--- config.mk ---
export PLATFORM = sky130hd
export DESIGN_NAME = spmv_row_feeder
export DESIGN_NICKNAME = d
export VERILOG_FILES = /design/src/rtl/spmv_row_feeder.sv
export SDC_FILE = /design/constraint.sdc
export NUM_CORES = 1
export LEC_CHECK = 0
export CORE_UTILIZATION = 35
export CTS_BUF_LIST = sky130_fd_sc_hd__clkbuf_8
export DETAILED_ROUTE_END_ITERATION = 10
export PLACE_DENSITY_LB_ADDON = 0.2
export SETUP_SLACK_MARGIN = 0.05
export SYNTH_ARGS = -nofsm -noshare
export SYNTH_HDL_FRONTEND = slang
export SYNTH_SLANG_ARGS = --single-unit
--- constraint.sdc ---
create_clock -name clk -period 9.5 [get_ports clk]
set_input_delay 1.9 -clock clk [delete_from_list [all_inputs] [get_ports clk]]
set_output_delay 1.9 -clock clk [all_outputs]
set_load 0.05 [all_outputs]
--- src/rtl/spmv_row_feeder.sv ---
// CSR row feeder: turns row pointers plus VAL/X streams into per-row TIMES and lockstep A/B pairs.
// TIMES is registered one cycle after its RPTR word; pairs stream at 1/cycle; every stream waits on its own ready.
module spmv_row_feeder #(
  parameter int CNT_W = 32
) (
  input  logic             clk,
  input  logic             rst,
  input  logic             start,
  input  logic [CNT_W-1:0] cfg_rows,
  output logic             busy,
  output logic             done,
  output logic             err,
  input  logic [CNT_W-1:0] S_AXIS_RPTR_tdata,
  input  logic             S_AXIS_RPTR_tvalid,
  output logic             S_AXIS_RPTR_tready,
  input  logic [63:0]      S_AXIS_VAL_tdata,
  input  logic             S_AXIS_VAL_tvalid,
  output logic             S_AXIS_VAL_tready,
  input  logic [63:0]      S_AXIS_X_tdata,
  input  logic             S_AXIS_X_tvalid,
  output logic             S_AXIS_X_tready,
  output logic [CNT_W-1:0] M_AXIS_TIMES_tdata,
  output logic             M_AXIS_TIMES_tvalid,
  input  logic             M_AXIS_TIMES_tready,
  output logic [63:0]      M_AXIS_A_tdata,
  output logic             M_AXIS_A_tvalid,
  input  logic             M_AXIS_A_tready,
  output logic [63:0]      M_AXIS_B_tdata,
  output logic             M_AXIS_B_tvalid,
  input  logic             M_AXIS_B_tready
);

  localparam logic [2:0] S_IDLE  = 3'd0;
  localparam logic [2:0] S_BASE  = 3'd1;
  localparam logic [2:0] S_PTR   = 3'd2;
  localparam logic [2:0] S_TIMES = 3'd3;
  localparam logic [2:0] S_PAIRS = 3'd4;
  localparam logic [2:0] S_PAD   = 3'd5;
  localparam logic [2:0] S_DONE  = 3'd6;

  logic [2:0]       state;
  logic [CNT_W-1:0] rows;
  logic [CNT_W-1:0] row;
  logic [CNT_W-1:0] prev;
  logic [CNT_W-1:0] remaining;
  logic             times_vld;
  logic [CNT_W-1:0] times_dat;
  logic             a_vld;
  logic             b_vld;
  logic [63:0]      a_dat;
  logic [63:0]      b_dat;

  logic             rptr_fire;
  logic             times_fire;
  logic             a_fire;
  logic             b_fire;
  logic             slice_free;
  logic             pair_load;
  logic             ptr_desc;
  logic [CNT_W-1:0] ptr_nnz;
  logic             row_last;

  assign rptr_fire  = S_AXIS_RPTR_tvalid && S_AXIS_RPTR_tready;
  assign times_fire = times_vld && M_AXIS_TIMES_tready;
  assign a_fire     = a_vld && M_AXIS_A_tready;
  assign b_fire     = b_vld && M_AXIS_B_tready;
  // Slice counts as empty when each side is either idle or draining this cycle.
  assign slice_free = (!a_vld || a_fire) && (!b_vld || b_fire);
  assign pair_load  = (state == S_PAIRS) && slice_free && (remaining != '0) &&
                      S_AXIS_VAL_tvalid && S_AXIS_X_tvalid;
  assign ptr_desc   = S_AXIS_RPTR_tdata < prev;
  assign ptr_nnz    = ptr_desc ? '0 : (S_AXIS_RPTR_tdata - prev);
  assign row_last   = (row + CNT_W'(1)) == rows;

  assign S_AXIS_RPTR_tready  = (state == S_BASE) || (state == S_PTR);
  assign S_AXIS_VAL_tready   = pair_load;
  assign S_AXIS_X_tready     = pair_load;
  assign M_AXIS_TIMES_tdata  = times_dat;
  assign M_AXIS_TIMES_tvalid = times_vld;
  assign M_AXIS_A_tdata      = a_dat;
  assign M_AXIS_A_tvalid     = a_vld;
  assign M_AXIS_B_tdata      = b_dat;
  assign M_AXIS_B_tvalid     = b_vld;
  assign busy                = state != S_IDLE;
  assign done                = state == S_DONE;

  always_ff @(posedge clk or posedge rst) begin
    if (rst) begin
      state     <= S_IDLE;
      rows      <= '0;
      row       <= '0;
      prev      <= '0;
      remaining <= '0;
      err       <= 1'b0;
      times_vld <= 1'b0;
      times_dat <= '0;
      a_vld     <= 1'b0;
      b_vld     <= 1'b0;
      a_dat     <= '0;
      b_dat     <= '0;
    end else begin
      if (a_fire) a_vld <= 1'b0;
      if (b_fire) b_vld <= 1'b0;
      case (state)
        S_IDLE: begin
          if (start) begin
            rows  <= cfg_rows;
            row   <= '0;
            err   <= 1'b0;
            state <= S_BASE;
          end
        end
        S_BASE: begin
          if (rptr_fire) begin
            prev  <= S_AXIS_RPTR_tdata;
            state <= (rows == '0) ? S_DONE : S_PTR;
          end
        end
        S_PTR: begin
          if (rptr_fire) begin
            prev      <= S_AXIS_RPTR_tdata;
            remaining <= ptr_nnz;
            times_dat <= (ptr_nnz == '0) ? CNT_W'(1) : ptr_nnz;
            times_vld <= 1'b1;
            if (ptr_desc) err <= 1'b1;
            state <= S_TIMES;
          end
        end
        S_TIMES: begin
          if (times_fire) begin
            times_vld <= 1'b0;
            if (remaining == '0) begin
              // Empty row: the single 0.0*0.0 pair is loaded as PAD is entered.
              a_vld <= 1'b1;
              b_vld <= 1'b1;
              a_dat <= '0;
              b_dat <= '0;
              state <= S_PAD;
            end else begin
              state <= S_PAIRS;
            end
          end
        end
        S_PAIRS: begin
          if (pair_load) begin
            a_vld     <= 1'b1;
            b_vld     <= 1'b1;
            a_dat     <= S_AXIS_VAL_tdata;
            b_dat     <= S_AXIS_X_tdata;
            remaining <= remaining - CNT_W'(1);
          end else if ((remaining == '0) && slice_free) begin
            row   <= row + CNT_W'(1);
            state <= row_last ? S_DONE : S_PTR;
          end
        end
        S_PAD: begin
          if (slice_free) begin
            row   <= row + CNT_W'(1);
            state <= row_last ? S_DONE : S_PTR;
          end
        end
        S_DONE: state <= S_IDLE;
        default: state <= S_IDLE;
      endcase
    end
  end

endmodule
* Word level (Yosys, flattened, before mapping)
Cells that the tools add are included.
** Word-level totals
- Register bits :: 295
- Word-level logic and storage cells :: 113
- Input bits :: 201
** Cells by class
- Reduce and logical (&&, ||, !) cells :: 36
- Equal/unequal tests :: 17
- Order comparisons :: 1
- Add/sub/neg operators :: 3
- Multiplexer cells :: 44
** Operator list (count)
- 32-bit 2-to-1 mux :: 8
- 64-bit 2-to-1 mux :: 4
- 64-bit case mux with 2 select lines :: 2
- 32-bit logical NOT :: 3
- 32-bit case mux with 3 select lines :: 1
- 32-bit case mux with 2 select lines :: 1
- 32-bit by 1-bit adder with 32-bit output (second input constant) :: 1
- 32-bit equality test :: 1
- 32-bit less-than comparator :: 1
- 32-bit nonzero test :: 1
- 32-bit by 1-bit subtractor with 32-bit output (second input constant) :: 1
- 32-bit subtractor :: 1
- 3-bit 2-to-1 mux :: 9
- 2-bit inequality test (second input constant) :: 9
- 3-bit case mux with 6 select lines :: 1
- 1-bit 2-to-1 mux :: 14
- 1-bit logical AND :: 10
- 3-bit equality test (second input constant) :: 3
- 1-bit case mux with 2 select lines :: 4
- 4-bit AND reduction :: 2
- 2-bit nonzero test :: 4
- 7-bit AND reduction :: 1
- 3-bit by 2-bit equality test with 1-bit output (second input constant) :: 2
- 2-bit AND reduction :: 3
- other kinds (9) :: 14

* Depth between registers and ports, before layout
- Word-level depth :: 9
- Mapped depth :: 14
- Gate-level depth less buffers :: 12

* Least setup slack after synthesis
No wires, ideal clock.
- Kind :: input to output
- Start point :: in M_AXIS_A_tready
- End point :: out S_AXIS_X_tready
- Path buffers :: 3
- Path slack :: 3898 ps
- Cell stages on the path :: 8
- Arrival time :: 3702 ps
- Path through :: nand2b_1 and2_1 nand4_1 or2_1 buf_4 inv_2 buf_1 buf_4
** On the way
- Word-level cells in the longest chain between the ends :: 7
** RTL lines
- start, declared :: RTL line 27 : input logic M_AXIS_A_tready,
- 1-bit logical AND :: RTL line 65 : assign a_fire = a_vld && M_AXIS_A_tready;
- 1-bit logical OR :: RTL line 68 : assign slice_free = (!a_vld || a_fire) && (!b_vld || b_fire);
- 1-bit logical AND :: RTL line 68
- 1-bit logical AND (3 in a row) :: RTL line 69 : assign pair_load = (state == S_PAIRS) && slice_free && (remaining != '0) &&
- 1-bit logical AND :: RTL line 70 : S_AXIS_VAL_tvalid && S_AXIS_X_tvalid;
- end, declared :: RTL line 21 : output logic S_AXIS_X_tready,
No other way between the ends.

* Worst setup path after layout
- Start point :: in M_AXIS_A_tready
- End point :: out S_AXIS_VAL_tready
** On the way
- Word-level cells in the longest chain between the ends :: 7
** RTL lines
- 1-bit logical AND :: RTL line 65
- 1-bit logical OR :: RTL line 68
- 1-bit logical AND :: RTL line 68
- 1-bit logical AND (3 in a row) :: RTL line 69
- 1-bit logical AND :: RTL line 70
- end, declared :: RTL line 18 : output logic S_AXIS_VAL_tready,
No other way between the ends.

==> reports/summary.txt <==
outcome -> complete, no violations
port buffer count -> 369
# clock sinks -> 295
relative slew slack -> 17.5%
commonest cells in the netlist -> nand2_1 (499), dfrtp_1 (295), o21ai_0 (243)
Synth area leader -> dfrtp_1
Pwr Density -> 277 mW/mm^2
full die area -> 0.0447 sq mm
Synth area leaders -> dfrtp_1 (48%), nand2_1 (12%), o21ai_0 (7.9%)
top-count cell post-synth -> nand2_1
Residual DRC -> 0
Max clock buf depth -> 3
first-pass GRT wire length -> 74200 um
leakage -> 8.68 nW
placer congestion estimate -> 0.884
Tightest Pin Transition -> 1.24 ns
WL/cell -> 17.4 um
Synth top area share -> 48.1%
Post-CTS Setup Repair Bufs -> 0
CTS HTree Levels -> 2
post-CTS sizing -> 0
Final Cycle Share -> 67.7%
CP max FO -> 18
hold buffers post-CTS -> 0
Hold Fails Final Rpt -> 0
router iterations before antenna repair -> 5
Layout area overhead -> 34.3%
core area -> 0.0432 sq mm
total congestion overflow -> 0
WL final -> 48100 um
Starting Density -> 35.5%
HP Class -> reg2reg
Cells after DPL -> 2668
Critical Path Source Type -> input port
Multi-input gate area -> 0.00735 sq mm
clk_skew -> 0.0325 ns
antenna violations before repair -> 2
RSZ-0062 raised after global routing -> false
Final Critical Period -> 6.43 ns
Hold Crit Start -> M_AXIS_TIMES_tdata[7]
# setup viols final -> 0
Via density -> 5.05
Syn Area/Cell -> 8.48 sq um
Clock Tree Root -> clkbuf_8
hpwl dp -> 33900 um
highest attainable clock frequency -> 0.155 GHz
maximum vdd ir drop -> 0.206 mV
Post-Syn Nets -> 2046
Iteration-0 DRC Markers -> 1204
CP arrival -> 4.53 ns
Setup CP Type -> in2out
IO Count -> 370
Final #Nets -> 2378
max_cap viols -> 0
fin cells -> 2763
worst r2r src -> remaining[19]
overall routing resource usage -> 21.1%
WP data required -> 7.60 ns
pin count of the biggest net entering global routing -> 177
asr flop ratio synth -> 100%
Main synth FF type -> dfrtp_1
row count -> 76
routed via count -> 14.0k
critical path startpoint -> M_AXIS_A_tready
post-synth cell types -> 76
Worst-path clk slew -> 0.06 ns
Slew Limit Fails -> 0
vias in the first global route -> 13.4k
Cells after Synth -> 1808
Chip Width -> 211 um
setup_tns -> 0 ns
#FFs+latches synth -> 295
Cell Area, Synth -> 0.0153 sq mm
Reg2Reg Setup Slack -> 5.33 ns
Die Span Y -> 211 um
Synth Warn # -> 0
FF/Latch Area -> 0.00738 sq mm
antenna-violating nets left -> 0
Fillers -> 4275
Crit. End Element -> primary output
CTS tree -> yes
register area share after synthesis -> 48.1%
clock insertion delay at the later pin of the skew report -> 0.64 ns
number of flops mapped to enable cells by yosys -> 0
TritonCTS Buffers -> 55
share of cells above drive strength 1 -> 5.33%
state kept, by name (all words and copies together) (netlist names):
name                 flops
M_AXIS_B_tdata          64
rows                    32
state                    3
M_AXIS_TIMES_tvalid      1
M_AXIS_A_tdata          64
prev                    32
err                      1
M_AXIS_B_tvalid          1
remaining               32
M_AXIS_TIMES_tdata      32
row                     32
M_AXIS_A_tvalid          1
layout make-up:
class / count / share of cell area, %
flip-flops and latches: 295 / 35.8
multi-input cells: 1353 / 35.7
repair buffers: 382 / 18.5
clock buffers: 72 / 4.81
well taps: 585 / 3.55
inverters: 53 / 0.984
clock inverters: 22 / 0.620
diodes: 1 / 0.0122
cell usage in the layout, fill, tap and decap left out, types with 4 or more instances in the layout:
master and instances:
o21ai_0 243, o21ai_1 30, a21o_1 17, nand2b_1 11
a22o_1 5, o21bai_1 4, nor3b_1 5, o2111ai_1 5
nor2b_1 8, and3_1 20, or4_1 4, buf_4 12
o31ai_1 20, xnor2_1 51, or3_1 10, nor2_1 78
dfrtp_1 295, o221ai_1 8, inv_1 64, xor2_1 29
a211oi_1 4, a22oi_1 5, and2_1 5, clkbuf_8 72
nand3_1 48, nand2_1 498, ha_1 36, and4_1 5
o41ai_1 8, o21a_1 8, clkdlybuf4s50_1 369, nor4_1 26
nor3_1 26, nand4_1 15, o211ai_1 10, clkinv_2 5
a221o_1 5, a21oi_1 46
cell families after synthesis:
kind of cell / after synthesis / share of synthesized area (%)
simple gates: 782 / 22.5
compound gates: 451 / 17.4
flops: 295 / 48.1
buf+inv: 160 / 4.10
xor+xnor: 80 / 4.57
fa+ha+maj: 37 / 3.07
mux: 3 / 0.204
report_power, final:
part	switching, W	total (W)	internal, W	leakage (nW)
Sequential	0.000267	0.00184	0.00157	3.94
Combinational	0.00166	0.00260	0.000932	4.11
Clock	0.000562	0.00126	0.000699	0.625
Total	0.00249	0.00569	0.00320	8.68
critical path, stage by stage:
cell and delay [ns]:
clkdlybuf4s50_1 0.44, nand2b_1 0.10, and2_1 0.24, nand4_1 0.16, or2_1 0.39, inv_2 0.39
clkdlybuf4s50_1 0.89
routing by layer:
metal  global-route usage, %  vias up  routed length [um]
met2                    34.0      374               22900
met1                    27.9     6606               21100
met5                       0        -                  23
li1                        -     6884                   -
met4                    8.45        4                1610
met3                    3.81       95                2440
metrics by stage:
step | power [W] | hold slack, ns | setup slack [ns] | cell area [sq um] | utilization (%)
finish | 0.00569 | 0.469 | 3.07 | 20600 | 47.7
global route | 0.00609 | 0.489 | 2.93 | 20600 | 47.7
CTS | 0.00574 | 0.472 | 3.01 | 20600 | 47.7
detailed placement | 0.00444 | 0.459 | 3.02 | 19500 | 45.1
global placement | 0.00441 | 0.460 | 3.01 | 19500 | 45.1
floorplan | 0.00359 | 0.451 | 3.68 | 15300 | -
worst paths after layout:
kind	depth (start not counted)	to
min reg2reg	2	M_AXIS_TIMES_tdata[7]
min in group asynchronous	3	prev[0]
max	7	S_AXIS_VAL_tready
max in group asynchronous	4	M_AXIS_A_tdata[37]
max reg2reg	8	M_AXIS_B_tdata[6]
min	2	M_AXIS_TIMES_tdata[7]
No activity file was read; power rests on OpenSTA's default activity.
